==> src/rtl/cache_coherence_agent.sv <==
// Private direct-mapped cache controller and MESI requester/owner agent for one CPU.
// Handshake: cpu_req_en is a one-cycle pulse taken only while cpu_busy=0; each taken request yields one cpu_ready pulse.
module cache_coherence_agent #(
   parameter int CPU_ID     = 0,
   parameter int NUM_LINES  = 4,
   parameter int WIDTH      = 32,
   parameter int BLOCK_SIZE = 64,
   parameter int CPU_WIDTH  = 2
) (
   input  logic                  sys_clk,
   input  logic                  sys_rst,
   input  logic                  cpu_req_en,
   input  logic                  cpu_we,
   input  logic [WIDTH-1:0]      cpu_address,
   input  logic [BLOCK_SIZE-1:0] cpu_wdata,
   output logic                  cpu_busy,
   output logic                  cpu_ready,
   output logic [BLOCK_SIZE-1:0] cpu_rdata,
   output logic                  transaction_en_o,
   output logic [3:0]            transaction_type_o,
   output logic [WIDTH-1:0]      transaction_address_o,
   output logic [BLOCK_SIZE-1:0] transaction_data_o,
   output logic [CPU_WIDTH-1:0]  unicast_address,
   input  logic                  transaction_en_i,
   input  logic [3:0]            transaction_type_i,
   input  logic [WIDTH-1:0]      transaction_address_i,
   input  logic [BLOCK_SIZE-1:0] transaction_data_i,
   input  logic [CPU_WIDTH-1:0]  requesters_i,
   input  logic                  exclusive_i,
   input  logic                  put_ack_i,
   input  logic                  Inv_en_i,
   input  logic [CPU_WIDTH:0]    Inv_unicast_address_i,
   input  logic [WIDTH-1:0]      Inv_address_i,
   output logic [2:0]            fsm_state
);
   localparam int OFF_BITS = $clog2(BLOCK_SIZE / 8);
   localparam int IDX_BITS = $clog2(NUM_LINES);
   localparam int TAG_BITS = WIDTH - IDX_BITS - OFF_BITS;

   localparam logic [3:0] FWD_GET_S          = 4'd1;
   localparam logic [3:0] FWD_GET_M          = 4'd2;
   localparam logic [3:0] FWD_PUT_S          = 4'd3;
   localparam logic [3:0] FWD_PUT_E          = 4'd4;
   localparam logic [3:0] FWD_PUT_M          = 4'd5;
   localparam logic [3:0] FORWARD_DATA       = 4'd6;
   localparam logic [3:0] FORWARD_DATA_PUT_E = 4'd7;
   localparam logic [3:0] FORWARD_DATA_PUT_M = 4'd8;

   localparam logic [2:0] LS_I = 3'b000;
   localparam logic [2:0] LS_E = 3'b100;
   localparam logic [2:0] LS_S = 3'b101;
   localparam logic [2:0] LS_M = 3'b110;

   typedef enum logic [2:0] {
      IDLE, EVICT, WAIT_PUT_ACK, GET, WAIT_DATA, FWD_DATA, FWD_WB, DONE
   } state_t;

   state_t state, next_state, ret_state;

   logic [2:0]            line_state [NUM_LINES];
   logic [TAG_BITS-1:0]   line_tag   [NUM_LINES];
   logic [BLOCK_SIZE-1:0] line_data  [NUM_LINES];

   logic                  req_active, req_we;
   logic [WIDTH-1:0]      req_addr;
   logic [BLOCK_SIZE-1:0] req_wdata;
   logic [IDX_BITS-1:0]   fwd_idx;
   logic [WIDTH-1:0]      fwd_addr;
   logic [CPU_WIDTH-1:0]  fwd_req;
   logic                  fwd_is_s, fwd_was_m;

   logic                  accept, have_req, cur_we;
   logic [WIDTH-1:0]      cur_addr;
   logic [BLOCK_SIZE-1:0] cur_wdata;
   logic [IDX_BITS-1:0]   c_idx, r_idx, f_idx, inv_idx;
   logic [2:0]            c_state;
   logic                  c_hit, inv_kill, fwd_hit, data_hit;

   logic                  tx_en_n, ready_n;
   logic [3:0]            tx_type_n;
   logic [WIDTH-1:0]      tx_addr_n;
   logic [BLOCK_SIZE-1:0] tx_data_n, rdata_n;
   logic [CPU_WIDTH-1:0]  ucast_n;

   logic unused_inv_bits;
   assign unused_inv_bits = ^{Inv_unicast_address_i, Inv_address_i[OFF_BITS-1:0]};

   // A request taken while a forward is being served stays pending in req_* until IDLE returns.
   assign accept    = (state == IDLE) && cpu_req_en && !cpu_busy;
   assign have_req  = accept || req_active;
   assign cur_we    = accept ? cpu_we      : req_we;
   assign cur_addr  = accept ? cpu_address : req_addr;
   assign cur_wdata = accept ? cpu_wdata   : req_wdata;

   assign c_idx   = cur_addr[OFF_BITS +: IDX_BITS];
   assign r_idx   = req_addr[OFF_BITS +: IDX_BITS];
   assign f_idx   = transaction_address_i[OFF_BITS +: IDX_BITS];
   assign inv_idx = Inv_address_i[OFF_BITS +: IDX_BITS];

   assign inv_kill = Inv_en_i && Inv_unicast_address_i[CPU_ID] && (line_state[inv_idx] == LS_S) &&
                     (line_tag[inv_idx] == Inv_address_i[WIDTH-1 -: TAG_BITS]);
   // Invalidation wins over a same-cycle CPU lookup of the same line.
   assign c_state = (inv_kill && (inv_idx == c_idx)) ? LS_I : line_state[c_idx];
   assign c_hit   = (c_state != LS_I) && (line_tag[c_idx] == cur_addr[WIDTH-1 -: TAG_BITS]);

   assign fwd_hit = transaction_en_i &&
                    ((state == IDLE) || (state == WAIT_PUT_ACK) || (state == WAIT_DATA)) &&
                    ((transaction_type_i == FWD_GET_S) || (transaction_type_i == FWD_GET_M)) &&
                    ((line_state[f_idx] == LS_E) || (line_state[f_idx] == LS_M)) &&
                    (line_tag[f_idx] == transaction_address_i[WIDTH-1 -: TAG_BITS]);
   assign data_hit = (state == WAIT_DATA) && transaction_en_i &&
                     (transaction_type_i == FORWARD_DATA) && (transaction_address_i == req_addr);

   assign fsm_state = state;

   always_ff @(posedge sys_clk or posedge sys_rst) begin
      if (sys_rst) state <= IDLE;
      else         state <= next_state;
   end

   always_comb begin
      next_state = state;
      tx_en_n    = 1'b0;
      tx_type_n  = '0;
      tx_addr_n  = '0;
      tx_data_n  = '0;
      ucast_n    = '0;
      ready_n    = 1'b0;
      rdata_n    = '0;
      case (state)
         IDLE: begin
            if (fwd_hit) next_state = FWD_DATA;
            else if (have_req) begin
               if (c_hit && (!cur_we || (c_state != LS_S))) next_state = DONE;
               else if (c_hit || (c_state == LS_I))        next_state = GET;
               else                                         next_state = EVICT;
            end
         end
         EVICT: begin
            next_state = WAIT_PUT_ACK;
            tx_en_n    = 1'b1;
            tx_addr_n  = {line_tag[r_idx], r_idx, {OFF_BITS{1'b0}}};
            case (line_state[r_idx])
               LS_M: begin
                  tx_type_n = FWD_PUT_M;
                  tx_data_n = line_data[r_idx];
               end
               LS_E:    tx_type_n = FWD_PUT_E;
               default: tx_type_n = FWD_PUT_S;
            endcase
         end
         WAIT_PUT_ACK: begin
            if (fwd_hit)        next_state = FWD_DATA;
            else if (put_ack_i) next_state = GET;
         end
         GET: begin
            next_state = WAIT_DATA;
            tx_en_n    = 1'b1;
            tx_type_n  = req_we ? FWD_GET_M : FWD_GET_S;
            tx_addr_n  = req_addr;
         end
         WAIT_DATA: begin
            if (fwd_hit)       next_state = FWD_DATA;
            else if (data_hit) next_state = DONE;
         end
         FWD_DATA: begin
            next_state = fwd_is_s ? FWD_WB : ret_state;
            tx_en_n    = 1'b1;
            tx_type_n  = FORWARD_DATA;
            tx_addr_n  = fwd_addr;
            tx_data_n  = line_data[fwd_idx];
            ucast_n    = fwd_req;
         end
         FWD_WB: begin
            next_state = ret_state;
            tx_en_n    = 1'b1;
            tx_addr_n  = fwd_addr;
            if (fwd_was_m) begin
               tx_type_n = FORWARD_DATA_PUT_M;
               tx_data_n = line_data[fwd_idx];
            end else begin
               tx_type_n = FORWARD_DATA_PUT_E;
            end
         end
         DONE: begin
            next_state = IDLE;
            ready_n    = 1'b1;
            rdata_n    = req_we ? '0 : line_data[r_idx];
         end
         default: next_state = IDLE;
      endcase
   end

   always_ff @(posedge sys_clk or posedge sys_rst) begin
      if (sys_rst) begin
         cpu_busy              <= 1'b0;
         cpu_ready             <= 1'b0;
         cpu_rdata             <= '0;
         transaction_en_o      <= 1'b0;
         transaction_type_o    <= '0;
         transaction_address_o <= '0;
         transaction_data_o    <= '0;
         unicast_address       <= '0;
         req_active            <= 1'b0;
         req_we                <= 1'b0;
         req_addr              <= '0;
         req_wdata             <= '0;
         fwd_idx               <= '0;
         fwd_addr              <= '0;
         fwd_req               <= '0;
         fwd_is_s              <= 1'b0;
         fwd_was_m             <= 1'b0;
         ret_state             <= IDLE;
         for (int i = 0; i < NUM_LINES; i++) begin
            line_state[i] <= LS_I;
            line_tag[i]   <= '0;
            line_data[i]  <= '0;
         end
      end else begin
         cpu_ready             <= ready_n;
         cpu_rdata             <= rdata_n;
         transaction_en_o      <= tx_en_n;
         transaction_type_o    <= tx_type_n;
         transaction_address_o <= tx_addr_n;
         transaction_data_o    <= tx_data_n;
         unicast_address       <= ucast_n;
         cpu_busy              <= accept || req_active;
         req_active            <= (accept || req_active) && (state != DONE);
         if (accept) begin
            req_we    <= cpu_we;
            req_addr  <= cpu_address;
            req_wdata <= cpu_wdata;
         end
         if (inv_kill) line_state[inv_idx] <= LS_I;
         if (fwd_hit) begin
            fwd_idx   <= f_idx;
            fwd_addr  <= transaction_address_i;
            fwd_req   <= requesters_i;
            fwd_is_s  <= (transaction_type_i == FWD_GET_S);
            fwd_was_m <= (line_state[f_idx] == LS_M);
            ret_state <= state;
         end
         case (state)
            IDLE: if (!fwd_hit && have_req && c_hit && cur_we && (c_state != LS_S)) begin
               line_data[c_idx]  <= cur_wdata;
               line_state[c_idx] <= LS_M;
            end
            WAIT_PUT_ACK: if (!fwd_hit && put_ack_i) line_state[r_idx] <= LS_I;
            WAIT_DATA: if (data_hit) begin
               line_tag[r_idx] <= req_addr[WIDTH-1 -: TAG_BITS];
               if (req_we) begin
                  line_data[r_idx]  <= req_wdata;
                  line_state[r_idx] <= LS_M;
               end else begin
                  line_data[r_idx]  <= transaction_data_i;
                  line_state[r_idx] <= exclusive_i ? LS_E : LS_S;
               end
            end
            FWD_DATA: line_state[fwd_idx] <= fwd_is_s ? LS_S : LS_I;
            default: ;
         endcase
      end
   end
endmodule

==> config.mk <==
export PLATFORM = sky130hd
export DESIGN_NAME = cache_coherence_agent
export DESIGN_NICKNAME = d
export VERILOG_FILES = /design/src/rtl/cache_coherence_agent.sv
export SDC_FILE = /design/constraint.sdc
export NUM_CORES = 2
export LEC_CHECK = 0
export CAP_MARGIN = 20
export CORE_MARGIN = 2
export CORE_UTILIZATION = 48
export DETAILED_ROUTE_END_ITERATION = 8
export PLACE_DENSITY_LB_ADDON = 0.2
export SYNTH_ARGS = -nofsm -noshare
export SYNTH_HDL_FRONTEND = slang
export SYNTH_SLANG_ARGS = --single-unit
export TNS_END_PERCENT = 5
==> constraint.sdc <==
create_clock -name sys_clk -period 53 [get_ports sys_clk]
set_input_delay 10.6 -clock sys_clk [delete_from_list [all_inputs] [get_ports sys_clk]]
set_output_delay 10.6 -clock sys_clk [all_outputs]
set_load 0.02 [all_outputs]
Word level (Yosys, flattened, before mapping). Index checks and enable logic that the tools add are counted.

Bits in registers: 687. Input port bits: 241. Output and inout port bits: 172. Word-level logic and storage cells: 216.

Magnitude comparators: 9. Equal/unequal tests: 27. Mux-type cells: 89. Bitwise gates (word level): 15. Reductions and logical operators: 44.

Operators by type and width (count): bitwise mux 256 bit (3); two-way mux 256 bit (3); two-way mux 64 bit (11); one-hot mux 256 bit (2 select lines) (1); binary-select mux 64 bit (select 2 bit) (2); demux 64 bit (select 2 bit) (2); two-way mux 27 bit (9); binary-select mux 27 bit (select 2 bit) (4); one-hot mux 64 bit (3 select lines) (1); bitwise mux 108 bit (1); one-hot mux 32 bit (3 select lines) (1); equality test 27 bit (3); two-way mux 3 bit (22); two-way mux 12 bit (5); demux 27 bit (select 2 bit) (1); one-hot mux 12 bit (4 select lines) (1); equality test 32 bit (1); two-way mux 32 bit (1); equality test 3 bit, second input constant (9); logical AND 1 bit (25); bitwise AND 12 bit (2); binary-select mux 3 bit (select 2 bit) (4); bitwise mux 12 bit (2); demux 3 bit (select 2 bit) (4); 31 further kinds (66).

Logic depth before layout (Yosys ltp).
Word-level depth: 17. Mapped depth: 16. Mapped depth without buffers: 11.

Least setup slack after synthesis. Ideal clock, no wire load.

Path type: input to register. From: input port cpu_req_en. To: register line_data[0] (netlist name). Library setup time: 0.127 ns. Data arrival time: 14.365 ns. Required time: 52.873 ns. Slack: 38.508 ns. Cell stages on the path: 13. Buffers on the path: 3. Cells stage by stage: nor2b_1 > buf_2 > a21boi_1 > nor2_2 > mux2i_1 > xnor2_1 > a2111o_1 > or4_1 > or4_1 > buf_2 > a21oi_4 > buf_6 > mux2_1.

Longest elaborated chain between the ends: 15. Elaborated cells on any way between the ends: 34. Those cells by class: order compare (2); eq/ne (4); mux (15); bitwise (1); reduce/logical (12).

Ends and longest elaborated chain: start: declaration (RTL line 12) `input logic cpu_req_en,`; logical AND 1 bit (*) (2 in a row) (RTL line 89) `assign accept = (state == IDLE) && cpu_req_en && !cpu_busy;`; parallel branches: the longest is 13 deep, another holds two-way mux 32 bit; end signal: indexed assignment (RTL line 245) `line_data[c_idx] <= cur_wdata;`; end signal: indexed assignment (RTL line 252) `line_data[r_idx] <= req_wdata;`; end signal: indexed assignment (RTL line 255) `line_data[r_idx] <= transaction_data_i;`; end: declaration (RTL line 62) `logic [BLOCK_SIZE-1:0] line_data [NUM_LINES];`.

Every way passes the cells marked *. The select of a mux whose other input is x is not followed. A chain may end at the register's enable or synchronous reset.

Worst setup path after layout.
From: input port cpu_req_en. To: register line_data[253] (netlist name).

Elaborated cells on any way between the ends: 34. Those cells by class: order compare (2); eq/ne (4); mux (15); bitwise (1); reduce/logical (12).

RTL lines: logical AND 1 bit (2 in a row) (RTL line 89); two-way mux 32 bit; net cur_addr[10] (RTL line 73) `logic [WIDTH-1:0] cur_addr;`; equality test 27 bit (RTL line 104) `assign c_hit = (c_state != LS_I) && (line_tag[c_idx] == cur_addr[WIDTH-1 -: TAG_BITS]);`; logical AND 1 bit (RTL line 104); logical AND 1 bit (3 in a row) (RTL line 244) `IDLE: if (!fwd_hit && have_req && c_hit && cur_we && (c_state != LS_S)) begin`; inequality test 2 x 1 -> 1 bit (no source line); AND reduction 3 bit (no source line).

The timed path passes the listed nets, and every way through them passes these cells. The select of a mux whose other input is x is not followed.

==> PnR_summary.wiki <==
{| class="wikitable"
! Metric !! Value
|-
| Part of the total power dissipated in the clock network || 0.296
|-
| Routed via count || 30300
|-
| RSZ-0062 raised after global routing || no
|-
| Peak-usage layer in the global routing report || met2
|-
| GR Layer Usage met1 || 0.453
|-
| CTS Buffer Depth || 3
|-
| Transition time of the tightest slew-check pin || 1.19 ns
|-
| DP HPWL || 83.0 mm
|-
| Proportion of layout cells with a drive suffix above 1 || 0.138
|-
| Area fraction of the dominant cell type after synthesis || 0.461
|-
| Total grt overflow || 0
|-
| CP arrival || 17.75 ns
|-
| Internal power || 1.13 mW
|-
| DIE AREA || 79700 um2
|-
| Cells after synthesis || 3248
|-
| Post-synth EDFFs || 0
|-
| Total number of H-tree levels || 3
|-
| Share of the clock period used by the worst path after layout || 0.325
|-
| Part of the power in combinational logic || 0.370
|-
| Synth-to-Final Area Change || 20.2%
|-
| Layout fillers || 6408
|-
| Type of the worst setup path || in -> reg
|-
| Post-synth ARST share || 1.00
|-
| Max transition margin || 0.202
|-
| Mapped Avg Cell Area || 11.4 um2
|-
| Hold-fix buffers, CTS || 0
|-
| Average vias per placed instance || 6.54
|-
| Maximum VDD drop || 0.0346 mV
|-
| Chip width || 282 um
|-
| Switching power as a share of total power || 0.400
|-
| Power density of the placed cells || 42.2 nW/um2
|-
| GR Util met2 || 0.528
|-
| Count of input and output buffers || 407
|-
| Number of warnings reported in the yosys synthesis log || 0
|-
| Initial DRC Count || 3168
|-
| Initial antenna violation count || 14
|-
| Setup TNS || 0 ns
|-
| Share of synthesized area occupied by flip-flops and latches || 0.461
|-
| Sink Count || 685
|-
| Number of distinct library cells after synthesis || 76
|-
| Final critical path time including I/O delays and setup || 17.24 ns
|-
| Cts repair resizes || 0
|-
| Cell chosen for the clock root || sky130_fd_sc_hd__clkbuf_16
|-
| Slew Viols, Final || 0
|-
| Sequence of cells on the critical path || clkdlybuf4s50_1 -> nand2b_1 -> nor2_4 -> buf_4 -> mux2_2 -> nand3_1 -> a21oi_1 -> or3_1 -> or4_1 -> or4_1 -> a21oi_4 -> buf_4 -> mux2_2
|-
| Element type at the critical path start || input port
|-
| Power dissipated by switching net loads || 755 uW
|-
| Via count of the first global-routing pass || 31000
|-
| Post-CTS setup buffers || 0
|-
| Largest cells by area after synthesis || sky130_fd_sc_hd__dfrtp_1 46%, sky130_fd_sc_hd__mux4_2 12%, sky130_fd_sc_hd__mux2_1 7.3%, sky130_fd_sc_hd__nand2_1 4.9%, sky130_fd_sc_hd__mux2i_1 4.7%
|-
| Total standard cell area after synthesis || 37200 um2
|-
| Result of the run || finished, final reports clean
|-
| Peak clock frequency supported by timing || 0.0580 GHz
|-
| Number of routed nets with antenna violations || 0
|-
| Post-route worst setup slack || 35.76 ns
|-
| Relative contribution of sequential cells to total power || 0.334
|-
| Setup slack at placement || 35.26 ns
|-
| Routed wire length || 136 mm
|-
| Number of endpoints with negative hold slack in the final report || 0
|-
| Maximum fanout count along the critical path || 46
|-
| Clock insertion delay at the later pin of the skew report || 0.65 ns
|-
| Worst-path clk slew || 0.06 ns
|-
| Nature of the critical path endpoint || flip-flop
|-
| Maximum number of pins on one net before global-route repair || 163
|-
| Slowest stage cell, crit path || sky130_fd_sc_hd__or4_1
|-
| Placed cell area || 41900 um2
|-
| First-pass GRT wire length || 200 mm
|-
| Number of max-cap violations || 0
|-
| Number of nets produced by synthesis || 3489
|-
| Routed length per placed instance || 29.3 um
|-
| Die boundary height || 282 um
|-
| Count of standard-cell rows || 102
|-
| Cell leakage power || 20.8 nW
|-
| Global Route met3 Usage || 0.0719
|-
| TritonCTS clock tree || done
|-
| Delay contributed by the slowest stage of the critical path || 0.89 ns
|-
| Register bit count reported by yosys || 685
|-
| Number of setup violations in the final report || 0
|-
| Post-Layout Inst Area || 44700 um2
|-
| Core Box Area || 77100 um2
|-
| All-layer global routing usage || 0.339
|-
| Fin nets || 3760
|-
| Total CTS buffers || 79
|-
| Placer congestion estimate || 0.963
|-
| Initial core utilization || 0.482
|-
| Most used flip-flop cell after synthesis || sky130_fd_sc_hd__dfrtp_1
|-
| Post-synthesis cell type with the largest combined area || sky130_fd_sc_hd__dfrtp_1
|-
| Worst hold slack || 0.484 ns
|-
| DRC violation count after routing || 0
|-
| Clock tree skew after final layout || 0.0311 ns
|-
| Path category of the worst min-delay check || reg -> reg
|-
| Worst path required time || 53.52 ns
|-
| IO Pins || 413
|-
| Number of optimization iterations in the first detailed-route pass || 6
|}
==> critical path, delay by kind of cell <==
kind	cells	cell delay (ns)
simple gates	6	3.22
mux	2	0.86
buf+inv	3	2.04
compound gates	2	0.96
==> final timing paths <==
| kind | startpoint | end | slack [ns] | cells after the start |
|---|---|---|---|---|
| min in group asynchronous | sys_rst | cpu_rdata[3]$_DFF_PP0_ | 10.28 | 2 |
| max reg2reg | req_addr[3]$_DFF_PP0_ | line_data[253]$_DFFE_PP0P_ | 45.07 | 13 |
| max in group asynchronous | sys_rst | line_data[248]$_DFFE_PP0P_ | 40.16 | 6 |
| min reg2reg | fwd_req[1]$_DFFE_PP0P_ | fwd_req[1]$_DFFE_PP0P_ | 0.48 | 2 |
| max | cpu_req_en | line_data[253]$_DFFE_PP0P_ | 35.76 | 13 |
| min | fwd_req[1]$_DFFE_PP0P_ | fwd_req[1]$_DFFE_PP0P_ | 0.48 | 2 |
==> synthesized netlist by cell type (5+ instances only) <==
cell                       instances
sky130_fd_sc_hd__dfrtp_1         685
sky130_fd_sc_hd__nand2_1         484
sky130_fd_sc_hd__o22ai_1         259
sky130_fd_sc_hd__mux2_1          241
sky130_fd_sc_hd__clkbuf_1        222
sky130_fd_sc_hd__mux4_2          204
sky130_fd_sc_hd__mux2i_1         175
sky130_fd_sc_hd__o21ai_0         118
sky130_fd_sc_hd__a22o_1           99
sky130_fd_sc_hd__inv_1            88
sky130_fd_sc_hd__xnor2_1          79
sky130_fd_sc_hd__and3_1           77
sky130_fd_sc_hd__mux2_2           51
sky130_fd_sc_hd__xor2_1           44
sky130_fd_sc_hd__nor2_1           41
sky130_fd_sc_hd__a21oi_1          35
sky130_fd_sc_hd__nand4_1          33
sky130_fd_sc_hd__nand2b_1         25
sky130_fd_sc_hd__buf_6            24
sky130_fd_sc_hd__nand3_1          24
sky130_fd_sc_hd__buf_1            21
sky130_fd_sc_hd__nor3_1           19
sky130_fd_sc_hd__buf_2            16
sky130_fd_sc_hd__nor2b_1          16
sky130_fd_sc_hd__a31oi_1          13
sky130_fd_sc_hd__nor4_1           13
sky130_fd_sc_hd__nor4b_1          11
sky130_fd_sc_hd__a211oi_1          9
sky130_fd_sc_hd__a311oi_1          9
sky130_fd_sc_hd__a22oi_1           8
sky130_fd_sc_hd__or2_2             7
sky130_fd_sc_hd__or3_1             6
sky130_fd_sc_hd__or4_1             6
sky130_fd_sc_hd__a21boi_0          5
sky130_fd_sc_hd__o21a_1            5
==> stage by stage <==
stage,cells,util,power [mW]
3_3_place_gp,4471,0.543,1.30
2_1_floorplan,3248,-,1.07
3_5_place_dp,4471,0.543,1.32
5_1_grt,4628,0.580,1.96
4_1_cts,4617,0.577,1.87
6_report,4631,0.580,1.89
==> cell usage in the layout (no fill, tap or decap), types with 79 or more instances in the layout <==
cell type / netlist / layout
sky130_fd_sc_hd__a22o_1: 99 / 99
sky130_fd_sc_hd__clkbuf_16: 0 / 79
sky130_fd_sc_hd__clkdlybuf4s50_1: 0 / 405
sky130_fd_sc_hd__dfrtp_1: 685 / 679
sky130_fd_sc_hd__inv_1: 88 / 86
sky130_fd_sc_hd__mux2_1: 241 / 241
sky130_fd_sc_hd__mux2i_1: 175 / 175
sky130_fd_sc_hd__mux4_2: 204 / 204
sky130_fd_sc_hd__nand2_1: 484 / 481
sky130_fd_sc_hd__o21ai_0: 118 / 118
sky130_fd_sc_hd__o22ai_1: 259 / 259
sky130_fd_sc_hd__xnor2_1: 79 / 79
==> kinds of logic after synthesis <==
| kind of cell | synth area share |
|---|---|
| buffers and inverters | 0.0429 |
| muxes | 0.259 |
| and+or+nand+nor | 0.0976 |
| DFF | 0.461 |
| xor gates and xnor gates | 0.0290 |
| AOI/OAI and AO/OA | 0.110 |
==> final cells by class <==
| class | instances | area, um2 | area share |
|---|---|---|---|
| Antenna cell | 7 | 17.5 | 0.000392 |
| Clock buffer | 113 | 2240 | 0.0502 |
| Clock inverter | 33 | 400 | 0.00896 |
| Inverter | 89 | 342 | 0.00764 |
| Multi-Input combinational cell | 2191 | 18500 | 0.415 |
| Sequential cell | 685 | 17200 | 0.384 |
| Tap cell | 1040 | 1300 | 0.0291 |
| Timing Repair Buffer | 473 | 4700 | 0.105 |
==> power by group through the flow <==
stage / logic, mW / registers, mW / clock network [mW]
2_1_floorplan: 0.454 / 0.611 / 0
3_3_place_gp: 0.663 / 0.635 / 0
3_5_place_dp: 0.679 / 0.638 / 0
4_1_cts: 0.681 / 0.628 / 0.565
5_1_grt: 0.738 / 0.635 / 0.590
6_report: 0.699 / 0.630 / 0.559
==> layer usage <==
layer / share of wire / up-vias
li1: - / 12600
met1: 0.39 / 15500
met2: 0.47 / 1840
met3: 0.10 / 374
met4: 0.046 / 16
met5: 0.00080 / -
==> sequential cells by signal (all words and copies together) (netlist names), 2 cells and up <==
register	flops
transaction_type_o	4
req_wdata	64
req_addr	32
cpu_rdata	64
ret_state	3
line_data	256
transaction_data_o	64
line_state	12
transaction_address_o	32
line_tag	108
fwd_addr	31
fwd_req	2
fsm_state	3
unicast_address	2
(Power assumes the default switching activity.)
